**src/rtl/ps2_pkg.sv**
```systemverilog
// Shared PS/2 definitions for the command controller.
//   PS2_ACK     : device acknowledge byte
//   PS2_RESEND  : device resend-request byte
//   cmd_state_t : command controller state enumeration
package ps2_pkg;

  localparam logic [7:0] PS2_ACK    = 8'hFA;
  localparam logic [7:0] PS2_RESEND = 8'hFE;

  typedef enum logic [2:0] {
    IDLE,
    LAUNCH,
    ACCEPT,
    WAIT_TX,
    WAIT_ACK,
    FINISH
  } cmd_state_t;

endpackage

```
**src/rtl/ps2_cmd_ctrl_if.sv**
```systemverilog
// PS/2 writer/reader bus between the command controller and the PS/2 PHY.
//   wr_ps2  : one-cycle launch strobe to the writer
//   cmd     : byte to transmit
//   tx_idle : writer idle flag
//   rx_done : one-cycle pulse, device byte received
//   rx_data : received byte, valid with rx_done
// master = command controller side, slave = writer/reader side.
interface ps2_cmd_ctrl_if;

  logic       wr_ps2;
  logic [7:0] cmd;
  logic       tx_idle;
  logic       rx_done;
  logic [7:0] rx_data;

  modport master (
    output wr_ps2,
    output cmd,
    input  tx_idle,
    input  rx_done,
    input  rx_data
  );

  modport slave (
    input  wr_ps2,
    input  cmd,
    output tx_idle,
    output rx_done,
    output rx_data
  );

endinterface

```
**src/rtl/ps2_cmd_ctrl_counter.sv**
```systemverilog
// Saturating up-counter used as the acknowledge timeout timer.
//   clk  : system clock
//   rst  : synchronous active-high clear (count returns to 0)
//   full : high while the count has reached MAX; the count holds there
module Counter #(
  parameter int unsigned MAX = 15
) (
  input  logic clk,
  input  logic rst,
  output logic full
);

  localparam int unsigned W = (MAX > 0) ? $clog2(MAX + 1) : 1;

  logic [W-1:0] count;

  always_ff @(posedge clk) begin
    if (rst) begin
      count <= '0;
    end else if (count != W'(MAX)) begin
      count <= count + W'(1);
    end
  end

  assign full = (count == W'(MAX));

endmodule

```
**src/rtl/ps2_cmd_ctrl.sv**
```systemverilog
// PS/2 host-to-device command controller.
// Arbitrates two command requesters (port 0 high priority), launches the
// shared PS/2 writer, waits for the device acknowledge, retries on resend
// or acknowledge timeout, and returns a one-cycle done/err pulse to the
// granted port.
//   clk, rst           : clock, synchronous active-low reset
//   req0/cmd0/done0/err0 : port 0 (init sequencer), high priority
//   req1/cmd1/done1/err1 : port 1 (user/control logic), low priority
//   busy               : high whenever the controller is not idle
//   bus                : writer/reader bus (wr_ps2, cmd, tx_idle, rx_done, rx_data)
module ps2_cmd_ctrl
  import ps2_pkg::*;
#(
  parameter int unsigned ACK_TIMEOUT = 1_250_000,
  parameter int unsigned MAX_RETRY   = 3
) (
  input  logic       clk,
  input  logic       rst,
  input  logic       req0,
  input  logic [7:0] cmd0,
  output logic       done0,
  output logic       err0,
  input  logic       req1,
  input  logic [7:0] cmd1,
  output logic       done1,
  output logic       err1,
  output logic       busy,
  ps2_cmd_ctrl_if.master bus
);

  localparam int unsigned RETRY_W = (MAX_RETRY > 0) ? $clog2(MAX_RETRY + 1) : 1;

  cmd_state_t         state;
  logic [RETRY_W-1:0] retry;
  logic               grant;     // 0 = port 0, 1 = port 1
  logic               wr_q;
  logic [7:0]         cmd_q;
  logic               timer_clr;
  logic               timeout;

  // The timer is held clear in IDLE, LAUNCH and FINISH, so it starts from
  // zero on the strobe cycle and counts cycles since wr_ps2.
  assign timer_clr = !rst || !(state inside {ACCEPT, WAIT_TX, WAIT_ACK});

  Counter #(
    .MAX(ACK_TIMEOUT)
  ) u_timer (
    .clk (clk),
    .rst (timer_clr),
    .full(timeout)
  );

  assign bus.wr_ps2 = wr_q;
  assign bus.cmd    = cmd_q;

  always_ff @(posedge clk) begin
    if (!rst) begin
      state <= IDLE;
      retry <= '0;
      grant <= 1'b0;
      wr_q  <= 1'b0;
      cmd_q <= '0;
      done0 <= 1'b0;
      err0  <= 1'b0;
      done1 <= 1'b0;
      err1  <= 1'b0;
      busy  <= 1'b0;
    end else begin
      wr_q  <= 1'b0;
      done0 <= 1'b0;
      err0  <= 1'b0;
      done1 <= 1'b0;
      err1  <= 1'b0;

      case (state)
        IDLE: begin
          if (req0 || req1) begin
            grant <= !req0;
            cmd_q <= req0 ? cmd0 : cmd1;
            retry <= '0;
            busy  <= 1'b1;
            state <= LAUNCH;
          end
        end

        LAUNCH: begin
          if (bus.tx_idle) begin
            wr_q  <= 1'b1;
            state <= ACCEPT;
          end
        end

        // A timeout before the frame is out means the bus clock is stuck;
        // resending cannot help, so fail straight away.
        ACCEPT: begin
          if (timeout) begin
            err0  <= !grant;
            err1  <= grant;
            state <= FINISH;
          end else if (!bus.tx_idle) begin
            state <= WAIT_TX;
          end
        end

        WAIT_TX: begin
          if (timeout) begin
            err0  <= !grant;
            err1  <= grant;
            state <= FINISH;
          end else if (bus.tx_idle) begin
            state <= WAIT_ACK;
          end
        end

        // Acknowledge is checked first so it wins over a coincident timeout.
        WAIT_ACK: begin
          if (bus.rx_done && bus.rx_data == PS2_ACK) begin
            done0 <= !grant;
            done1 <= grant;
            state <= FINISH;
          end else if ((bus.rx_done && bus.rx_data == PS2_RESEND) || timeout) begin
            if (retry < RETRY_W'(MAX_RETRY)) begin
              retry <= retry + RETRY_W'(1);
              state <= LAUNCH;
            end else begin
              err0  <= !grant;
              err1  <= grant;
              state <= FINISH;
            end
          end
        end

        FINISH: begin
          busy  <= 1'b0;
          state <= IDLE;
        end

        default: begin
          busy  <= 1'b0;
          state <= IDLE;
        end
      endcase
    end
  end

endmodule

```
**src/flat_wrapper.sv**
```systemverilog
// flat-port wrapper written by rule: the top's interface ports become plain ports
module ps2_cmd_ctrl_flat import ps2_pkg::*;
#(
  parameter int unsigned ACK_TIMEOUT = 1_250_000,
  parameter int unsigned MAX_RETRY   = 3
)
  (clk, rst, req0, cmd0, done0, err0, req1, cmd1, done1, err1, busy, bus_wr_ps2, bus_cmd, bus_tx_idle, bus_rx_done, bus_rx_data);
  ps2_cmd_ctrl_if bus_i ();
  input  logic clk;
  input  logic rst;
  input  logic req0;
  input  logic [7:0] cmd0;
  output logic done0;
  output logic err0;
  input  logic req1;
  input  logic [7:0] cmd1;
  output logic done1;
  output logic err1;
  output logic busy;
  output wire logic [$bits(bus_i.wr_ps2)-1:0] bus_wr_ps2;
  output wire logic [$bits(bus_i.cmd)-1:0] bus_cmd;
  input wire logic [$bits(bus_i.tx_idle)-1:0] bus_tx_idle;
  input wire logic [$bits(bus_i.rx_done)-1:0] bus_rx_done;
  input wire logic [$bits(bus_i.rx_data)-1:0] bus_rx_data;
  assign bus_wr_ps2 = bus_i.wr_ps2;
  assign bus_cmd = bus_i.cmd;
  assign bus_i.tx_idle = bus_tx_idle;
  assign bus_i.rx_done = bus_rx_done;
  assign bus_i.rx_data = bus_rx_data;
  ps2_cmd_ctrl #(.ACK_TIMEOUT(ACK_TIMEOUT), .MAX_RETRY(MAX_RETRY)) u_core (.clk(clk), .rst(rst), .req0(req0), .cmd0(cmd0), .done0(done0), .err0(err0), .req1(req1), .cmd1(cmd1), .done1(done1), .err1(err1), .busy(busy), .bus(bus_i));
endmodule
```
**config.mk**
```make
export PLATFORM = sky130hd
export DESIGN_NAME = ps2_cmd_ctrl_flat
export DESIGN_NICKNAME = d
export VERILOG_FILES = /design/src/rtl/ps2_pkg.sv /design/src/rtl/ps2_cmd_ctrl_if.sv /design/src/rtl/ps2_cmd_ctrl_counter.sv /design/src/rtl/ps2_cmd_ctrl.sv /design/src/flat_wrapper.sv
export SDC_FILE = /design/constraint.sdc
export NUM_CORES = 1
export LEC_CHECK = 0
export CORE_UTILIZATION = 57
export CTS_BUF_LIST = sky130_fd_sc_hd__clkbuf_2
export DETAILED_ROUTE_END_ITERATION = 7
export PLACE_DENSITY_LB_ADDON = 0.25
export SLEW_MARGIN = 20
export SYNTH_ARGS = -nofsm -noshare
export SYNTH_HDL_FRONTEND = slang
export SYNTH_SLANG_ARGS = --single-unit
```
**constraint.sdc**
```tcl
create_clock -name clk -period 3.7 [get_ports clk]
set_clock_uncertainty 0.05 [all_clocks]
set_input_delay 0.37 -clock clk [delete_from_list [all_inputs] [get_ports clk]]
set_output_delay 0.37 -clock clk [all_outputs]
set_load 0.05 [all_outputs]
```
Word-level counts from Yosys, hierarchy flattened

Cells that the tools add are included.

Register bits: 41
Input bits: 30
Output and inout port bits: 14
Word-level logic and storage cells: 80

$add $sub $neg: 2
Order comparisons: 1
Equal/unequal tests: 16
Mux-type cells: 29
Bitwise operators: 1
Reduce and logical (&&, ||, !) cells: 20

Operator list:

| operator              | count |
|---|---|
| $mux 3                | 9 |
| $add 21x1->21 const B | 1 |
| $eq 21x21->1 const B  | 1 |
| $ne 21x21->1 const B  | 1 |
| $eq 8x8->1 const B    | 2 |
| $pmux 3 s5            | 1 |
| $mux 1                | 10 |
| $reduce_and 5->1      | 2 |
| $mux 2                | 4 |
| $mux 8                | 1 |
| $ne 2x2->1 const B    | 4 |
| $eq 3x2->1 const B    | 2 |
| $ne 3x2->1 const B    | 2 |
| $pmux 1 s2            | 3 |
| $reduce_and 2->1      | 3 |
| $logic_not 1->1       | 4 |
| $pmux 2 s2            | 1 |
| $reduce_or 4->1       | 1 |
| $eq 3x1->1 const B    | 1 |
| $eq 3x3->1 const B    | 1 |
| $logic_not 3->1       | 1 |
| $logic_or 1x1->1      | 3 |
| $ne 3x3->1 const B    | 1 |
| $reduce_and 3->1      | 1 |
| 8 further kinds       | 9 |

Depth between registers and ports, before layout

Word-level depth: 6
Mapped depth: 7
Depth with buffers taken out: 7

Hierarchy

A second synthesis with hierarchy kept.

Cells, all modules: 243
Area total of the unflattened synthesis: 2107.0 µm²

Modules (own cells, without submodules):

| module       | instances | cells each | area an instance (µm²) | seq. area each (µm²) |
|---|---|---|---|---|
| Counter      | 1         | 129        | 1077.3                 | 420.4 |
| ps2_cmd_ctrl | 1         | 114        | 1029.7                 | 400.4 |

Least setup slack after synthesis

Ideal clock, no wire load.

Path type: reg2reg
Start point: reg u_core.u_timer.count[0]
End point: reg u_core.state[1]
Setup time: 0.126 ns
Data arrival time: 1.419 ns
Data required time: 3.524 ns
Setup slack: 2.104 ns
Stages on the path, launching flop included: 8
Buffers on the path: 0
Clock period less this slack: 1.596 ns
Cell sequence: dfxtp_1 inv_1 ha_1 and4b_1 nand3_2 or2_1 o31ai_1 a211oi_1

Longest elaborated chain between the ends: 4
Elaborated cells between the ends (all ways): 9
Those cells by class: eq/ne: 4; mux: 3; reduce/logical: 2

Ends and longest elaborated chain:

| element                           | line                       | text |
|---|---|---|
| start, declared                   | ps2_cmd_ctrl_counter.sv:15 | `logic [W-1:0] count;` |
| start signal, assigned            | ps2_cmd_ctrl_counter.sv:21 | `count <= count + W'(1);` |
| $eq 21x21->1 *                    | ps2_cmd_ctrl_counter.sv:25 | `assign full = (count == W'(MAX));` |
| $logic_or 1x1->1                  | ps2_cmd_ctrl.sv:121        | `end else if ((bus.rx_done && bus.rx_data == PS2_RESEND) \|\| timeout) begin` |
| $ne 3x3->1 (no source line)       | n/a                        |  |
| $reduce_and 5->1 (no source line) | n/a                        |  |
| end signal, assigned              | ps2_cmd_ctrl.sv:120        | `state <= FINISH;` |
| end signal, assigned              | ps2_cmd_ctrl.sv:124        | `state <= LAUNCH;` |
| end signal, assigned              | ps2_cmd_ctrl.sv:128        | `state <= FINISH;` |
| end, declared                     | ps2_cmd_ctrl.sv:33         | `cmd_state_t state;` |

Mark *: on every way between the ends. The rest lies on a longest branch, timed or not.
A chain may end at the register's enable or synchronous reset.

Worst setup path in the final report

Start point: in req0
End point: reg u_core.cmd_q[1], in the netlist u_core.bus.cmd[1]

Longest elaborated chain between the ends: 2
Elaborated cells between the ends (all ways): 3
Those cells by class: mux: 1; reduce/logical: 2

Ends and longest elaborated chain:

| element                           | line               | text |
|---|---|---|
| start, declared                   | flat_wrapper.sv:11 | `input logic req0;` |
| $logic_or 1x1->1                  | ps2_cmd_ctrl.sv:77 | `if (req0 \|\| req1) begin` |
| $reduce_and 2->1 (no source line) | n/a                |  |
| end signal, assigned              | ps2_cmd_ctrl.sv:79 | `cmd_q <= req0 ? cmd0 : cmd1;` |
| end, declared                     | ps2_cmd_ctrl.sv:37 | `logic [7:0] cmd_q;` |

Parallel ways exist; a longest one is shown, timed or not.

==> results.md <==
- Slew headroom: 0.364
- Combinational Power Share: 0.254
- #FFs+latches synth: 41
- Drt wl/cell: 13.3 um
- RSZ-0062 raised after global routing: false
- Row count: 21
- Die ar.: 0.00391 mm^2
- Path type of the worst setup path: input port to register
- Worst slew pin tran: 0.953 ns
- Top Ports: 44
- DRT Pass-1 Iters: 4
- Seq pwr share: 0.537
- PD cells: 357 mW/mm^2
- Synth warn: 0
- Hold crit path type: register to register
- PortBufs: 43
- Total Power: 922 uW
- Dpl ws: 1.05 ns
- Post-route ant nets: 0
- Gr usage total: 0.240
- Die W: 62.5 um
- Main flop type after synthesis: dfxtp_1
- Sum Neg Setup Slack: 0 ns
- Sequential share of the synthesized area: 0.394
- Gp weighted congestion: 0.812
- Main combinational cell family by area after synthesis: simple AND/OR/NAND/NOR gates
- Post-CTS Resized: 0
- CTS tree: yes
- CTS Hold Bufs: 0
- Clock period minus worst slack: 2.22 ns
- Starting Density: 0.611
- Post-Synth Adder-Cell Area: 0.0180
- Cell Chain, Critical Path: clkdlybuf4s50_1 -> nor2_1 -> nor2b_1 -> nor2_1 -> a211oi_1
- Final Hold Fails: 0
- CP startpoint kind: input port
- P_int: 620 uW
- CP Data Arrival Time: 2.49 ns
- Routed WL: 4280 um
- CP dominant cell by count: nor2_1
- Layer with the highest usage: met2
- Tcrit/Tclk final: 0.599
- Met1 Usage GRT: 0.293
- Max-Cap Viols: 0
- VDD IR-drop max: 215 uV
- GR Util met3: 0.0693
- Worst hold slack: 0.447 ns
- Net count after synthesis: 266
- Clock Power Share: 0.209
- Mux share of post-synthesis cell area: 0.0384
- Synth-to-Final Area Change: 23.6%
- Vias in the first global route: 1,717
- Worst-Skew Late Latency: 0.40 ns
- First-pass GRT wire length: 7470 um
- Num CTS Buffers: 5
- Post-CTS Setup Repair Bufs: 0
- Core area: 0.00342 mm^2
- Deepest clock path buffer count: 2
- H-tree levels: 2
- Via count: 1,824
- Nets: 308
- Grt total ovfl: 0
- Switching share of power: 0.327
- DP HPWL: 3170 um
- Mapped cell area: 0.00209 mm^2
- 1st-iter DRT viols: 89
- Clock Root Buffer: clkbuf_2
- Initial antenna violation count: 0
- Max Slew Vio Count: 0
- Die Span Y: 62.5 um
- Worst path slowest cell: clkdlybuf4s50_1
- Final setup viols: 0
- Met2 Track Usage GR: 0.401
- Reg clk slew, reported paths: 0.18 ns
- Share of flip-flops with an asynchronous set or reset: 0
- Crit end category: register
- Simple-gate share of the synthesized area: 0.298
- Largest net degree at the start of global routing: 22
- Net Sw Power: 301 uW
- DRC violations left: 0
- Avg Inst Size Synth: 8.95 um^2
- Antenna cells: 0
- Critical Path RT: 3.97 ns
- Distinct cells, synth: 54
- Run status: completed
- Fraction of layout cells with a size suffix above 1: 0.0978
- Largest stage delay on the critical path: 0.86 ns
- Leakage power: 0.000857 uW
- Final setup margin: 1.48 ns
- Worst-path fanout max: 16
- Post-Synth XOR/XNOR Area: 0.0630
- Vias/cell: 5.66
- Synth Area in Compound Gates: 0.156
- Post-route cell area: 0.00258 mm^2
- CTS sink cnt: 41
- Fmax: 451 MHz
- Post-Synthesis Cells: 233
- Post-DP Area: 0.00254 mm^2
- Post-synth EDFFs: 0
[power by group through the flow]
stage               clock, uW  sequential [uW]  combinational (uW)
global route              217              499                 251
global placement            0              502                 229
floorplan                   0              554                 100
finish                    193              495                 234
CTS                       202              494                 234
detailed placement          0              502                 233
[Yosys cell counts (3+ instances only)]
master    instances  area [um^2]
a211oi_1         11         82.6
a21oi_1          10         50.1
and3_1            3         18.8
and4_1            4         35.0
buf_2             4         20.0
clkbuf_1          3         11.3
dfxtp_1          41          821
ha_1              3         37.5
inv_1             7         26.3
mux2i_1           8         80.1
nand2_1          13         48.8
nand2b_1          3         18.8
nand3_1           7         35.0
nand3_2           3         30.0
nand4_1           4         25.0
nor2_1           36          135
nor2b_1           4         25.0
nor3_2            6         60.1
o21ai_0           7         35.0
o21ai_1           3         15.0
or3_1             4         25.0
xnor2_1          12          105
xor2_1            3         26.3
[area by class of cell]
| type | count | area, um^2 |
|---|---|---|
| multi-input combinational | 176 | 1200 |
| fill | 259 | 837 |
| sequential | 41 | 821 |
| timing repair buffer | 44 | 438 |
| tap | 46 | 57.6 |
| clock buffer | 8 | 40.0 |
| inverter | 7 | 26.3 |
[stage by stage]
step                std cells   util
CTS                       322  0.755
detailed placement        314  0.743
floorplan                 233      -
global route              322  0.755
finish                    322  0.755
global placement          314  0.743
[path summary, 6_finish.rpt]
path / startpoint / end / slack, ns / depth (start not counted)
worst max-delay path: req0 / u_core.bus.cmd[1] / 1.48 / 5
worst min-delay path: u_core.busy / u_core.busy / 0.45 / 2
worst max register to register: u_core.state[1] / u_core.bus.cmd[1] / 1.63 / 4
worst min register to register: u_core.busy / u_core.busy / 0.45 / 2
[worst max-delay path, delay by kind of cell]
kind            cells  cell delay [ns]
simple gates        3             1.01
compound gates      1             0.24
buf+inv             1             0.86
[cell usage in the layout (no fill, tap or decap), drive strengths merged, types with 2 or more instances in the layout]
cell / Yosys / routed
nand3: 10 / 10
nor2b: 4 / 4
a2111oi: 2 / 2
nand2: 13 / 13
and4: 5 / 5
xor2: 3 / 3
nand4: 5 / 5
nor2: 36 / 36
inv: 7 / 7
nor3: 8 / 8
a21oi: 10 / 10
a211oi: 11 / 11
nor4: 2 / 2
xnor2: 12 / 12
nor3b: 2 / 2
clkbuf: 3 / 8
nand2b: 3 / 3
o21ai: 10 / 10
o2bb2ai: 2 / 2
ha: 3 / 3
and3: 3 / 3
dfxtp: 41 / 41
mux2i: 8 / 8
clkdlybuf4s50: 0 / 43
or3: 4 / 4
and2: 2 / 2
[state kept, by name, indices dropped and copies added (netlist names)]
signal	count
u_core.err1	1
u_core.bus.cmd	8
u_core.bus.wr_ps2	1
u_core.state	3
u_core.err0	1
u_core.u_timer.count	21
u_core.done1	1
u_core.retry	2
u_core.busy	1
u_core.grant	1
u_core.done0	1
[metal layers]
| layer | wire [um] | vias up | share of wire |
|---|---|---|---|
| met5 | 0 | - | 0 |
| met4 | 68 | 0 | 0.016 |
| met3 | 252 | 6 | 0.059 |
| met2 | 1900 | 60 | 0.44 |
| met1 | 2060 | 830 | 0.48 |
| li1 | - | 928 | - |
[cell families (layout without fill, tap and decap cells)]
group / Yosys count / after routing
buf+inv: 16 / 59
flops: 41 / 41
fa+ha+maj: 3 / 3
compound gates: 47 / 47
xor+xnor: 15 / 15
mux: 8 / 8
simple gates: 103 / 103
(Power assumes the default switching activity.)
==> variant (config.mk and constraints unchanged) <==
Put one more register stage on the output `done1`, with the module's reset. The value now appears one clock later. The other outputs are not delayed to match.
--- a/src/rtl/ps2_cmd_ctrl.sv
+++ b/src/rtl/ps2_cmd_ctrl.sv
@@ -31,2 +31,4 @@
   localparam int unsigned RETRY_W = (MAX_RETRY > 0) ? $clog2(MAX_RETRY + 1) : 1;
+
+  logic done1_s0;
 
@@ -64,3 +66,3 @@
       err0  <= 1'b0;
-      done1 <= 1'b0;
+      done1_s0 <= 1'b0;
       err1  <= 1'b0;
@@ -71,3 +73,3 @@
       err0  <= 1'b0;
-      done1 <= 1'b0;
+      done1_s0 <= 1'b0;
       err1  <= 1'b0;
@@ -118,3 +120,3 @@
             done0 <= !grant;
-            done1 <= grant;
+            done1_s0 <= grant;
             state <= FINISH;
@@ -145,2 +147,10 @@
 
+  always_ff @(posedge clk) begin
+    if (!rst) begin
+      done1 <= '0;
+    end else begin
+      done1 <= done1_s0;
+    end
+  end
+
 endmodule
Check against the original RTL: not equivalent (a bounded check fails within 10 cycles, from zero or initial values and one cycle with rst low).
==> variant against the unedited design <==
Design area down 2.8%; area after synthesis fell by 3.7%; setup slack improved by 0.041 ns; power increased by 1.9%; wire length decreased by 2.9%; final cell count is 1.6% lower; sequential cell count is 1 higher; non-clock buffer count stayed put; utilization is 0.98 points lower; synthesized cell count shrank 2.6%; first-iteration DRC count up 25%; critical path type unchanged; largest cell class unchanged.
==> variant: results (changes against the unedited design) <==
* VDD IR max at 0.236 mV (was 0.215 mV)
* Register area share after synthesis at 41.8% (was 39.4%)
* Post-synthesis mux area share at 4.48% (was 3.84%)
* Pre-CTS setup slack at 1.10 ns (was 1.05 ns)
* Clk pin slew, worst setup/hold paths at 0.19 ns
* Hold_sp: u_core.busy (unchanged)
* GRT met2 Usage at 41.8% (was 40.1%)
* Placed cell area at 2470 um2 (was 2540 um2)
* GP Congestion at 0.747 (was 0.812)
* Adder-Cell Fraction of Synth Area at 1.87% (was 1.80%)
* Compound-Gate Fraction of Synth Area at 13.1% (was 15.6%)
* First-pass GRT wire length at 6.63 mm (was 7.47 mm)
* Drt first-iter violations at 111 (was 89)
* Synth Net Count at 260 (was 266)
* Filler cell count in the final layout at 276 (was 259)
* Avg WL per Cell at 13.1 um (was 13.3 um)
* Final worst slack at 1.53 ns (was 1.48 ns)
* Data arrival, critical path at 2.45 ns (was 2.49 ns)
* Synth top cells by count: dfxtp_1, nor2_1, nand2_1, nand3_1, a21oi_1 (was dfxtp_1, nor2_1, nand2_1, xnor2_1, a211oi_1)
* Slew HR at 36.4% (about the same)
* Num CTS Buffers at 5 (unchanged)
* Met1 usage at 28.2% (was 29.3%)
* Layout cells sized above 1 at 6.64% (was 9.78%)
* Crit-path max cell delay at 0.81 ns (was 0.86 ns)
* Netlist cell types at 49 (was 54)
* Vias/cell at 5.51 (was 5.66)
* Worst r2r src: u_core.u_timer.count[2] (was u_core.state[1])
* Vias in the first global route at 1570 (was 1717)
* Nets at 303 (was 308)
* Worst R2R Path Depth at 5 (was 4)
* Total GRT Usage at 24.1% (was 24.0%)
* Xor and xnor area share after synthesis at 6.54% (was 6.30%)
* Ranking of synthesized cells by area: dfxtp_1, nor2_1, mux2i_1, xnor2_1, a211oi_1 (was dfxtp_1, nor2_1, xnor2_1, a211oi_1, mux2i_1)
* Dpl hpwl at 3.11 mm (was 3.17 mm)
* Worst r2r dst: u_core.err1 (was u_core.bus.cmd[1])
* YS warnings at 0 (unchanged)
* Outcome: finished, final reports clean (unchanged)
* P_leak at 0.869 nW (was 0.857 nW)
-- variant: how the worst min path moves through the flow --
stage | end | cells past startpoint | slack, ns
floorplan | u_core.done1 | 1 | 0.36
global placement | u_core.done1 | 1 | 0.37
detailed placement | u_core.done1 | 1 | 0.41
CTS | u_core.done1 | 1 | 0.46
global route | u_core.busy | 2 | 0.47
finish | u_core.busy | 2 | 0.45
-- variant: tightest hold or removal path, stage by stage, from the launching register on --
cell     delay [ns]
dfxtp_1        0.36
nand2_1        0.06
a21oi_1        0.06
-- variant: cell type report --
class	instances	area, um2	area share, %
clock inverter	2	8.76	0.349
sequential	42	841	33.5
clock buffer	6	30.0	1.20
timing repair buffer	44	438	17.5
multi-input combinational	170	1100	44.1
inverter	7	26.3	1.05
tap	46	57.6	2.30
-- variant: where the power goes --
group | internal, mW | switching [mW]
Clock | 0.0465 | 0.144
Sequential | 0.479 | 0.0248
Combinational | 0.100 | 0.144
-- variant: cells by family (layout without fill, tap and decap cells) --
group | count (synthesis) | after routing
AND/OR/NAND/NOR | 103 | 103
flip-flops | 42 | 42
AO/OA/AOI/OAI | 40 | 40
XOR/XNOR | 15 | 15
buffers and inverters | 15 | 59
multiplexers | 9 | 9
adder cells (fa/ha/maj) | 3 | 3
-- variant: per-layer routing --
metal  part of all wire, %  up-vias
li1                      -      896
met1                    47      823
met2                    49       21
met3                   2.5        8
met4                   2.0        0
met5                     0        -
-- variant: per-stage QoR --
stage | utilization, % | cells | hold WS, ns | total power, mW
2_1_floorplan | - | 227 | 0.362 | 0.671
3_3_place_gp | 73.4 | 309 | 0.374 | 0.753
3_5_place_dp | 73.4 | 309 | 0.412 | 0.758
4_1_cts | 74.5 | 317 | 0.458 | 0.946
5_1_grt | 74.5 | 317 | 0.474 | 0.983
6_report | 74.5 | 317 | 0.453 | 0.939
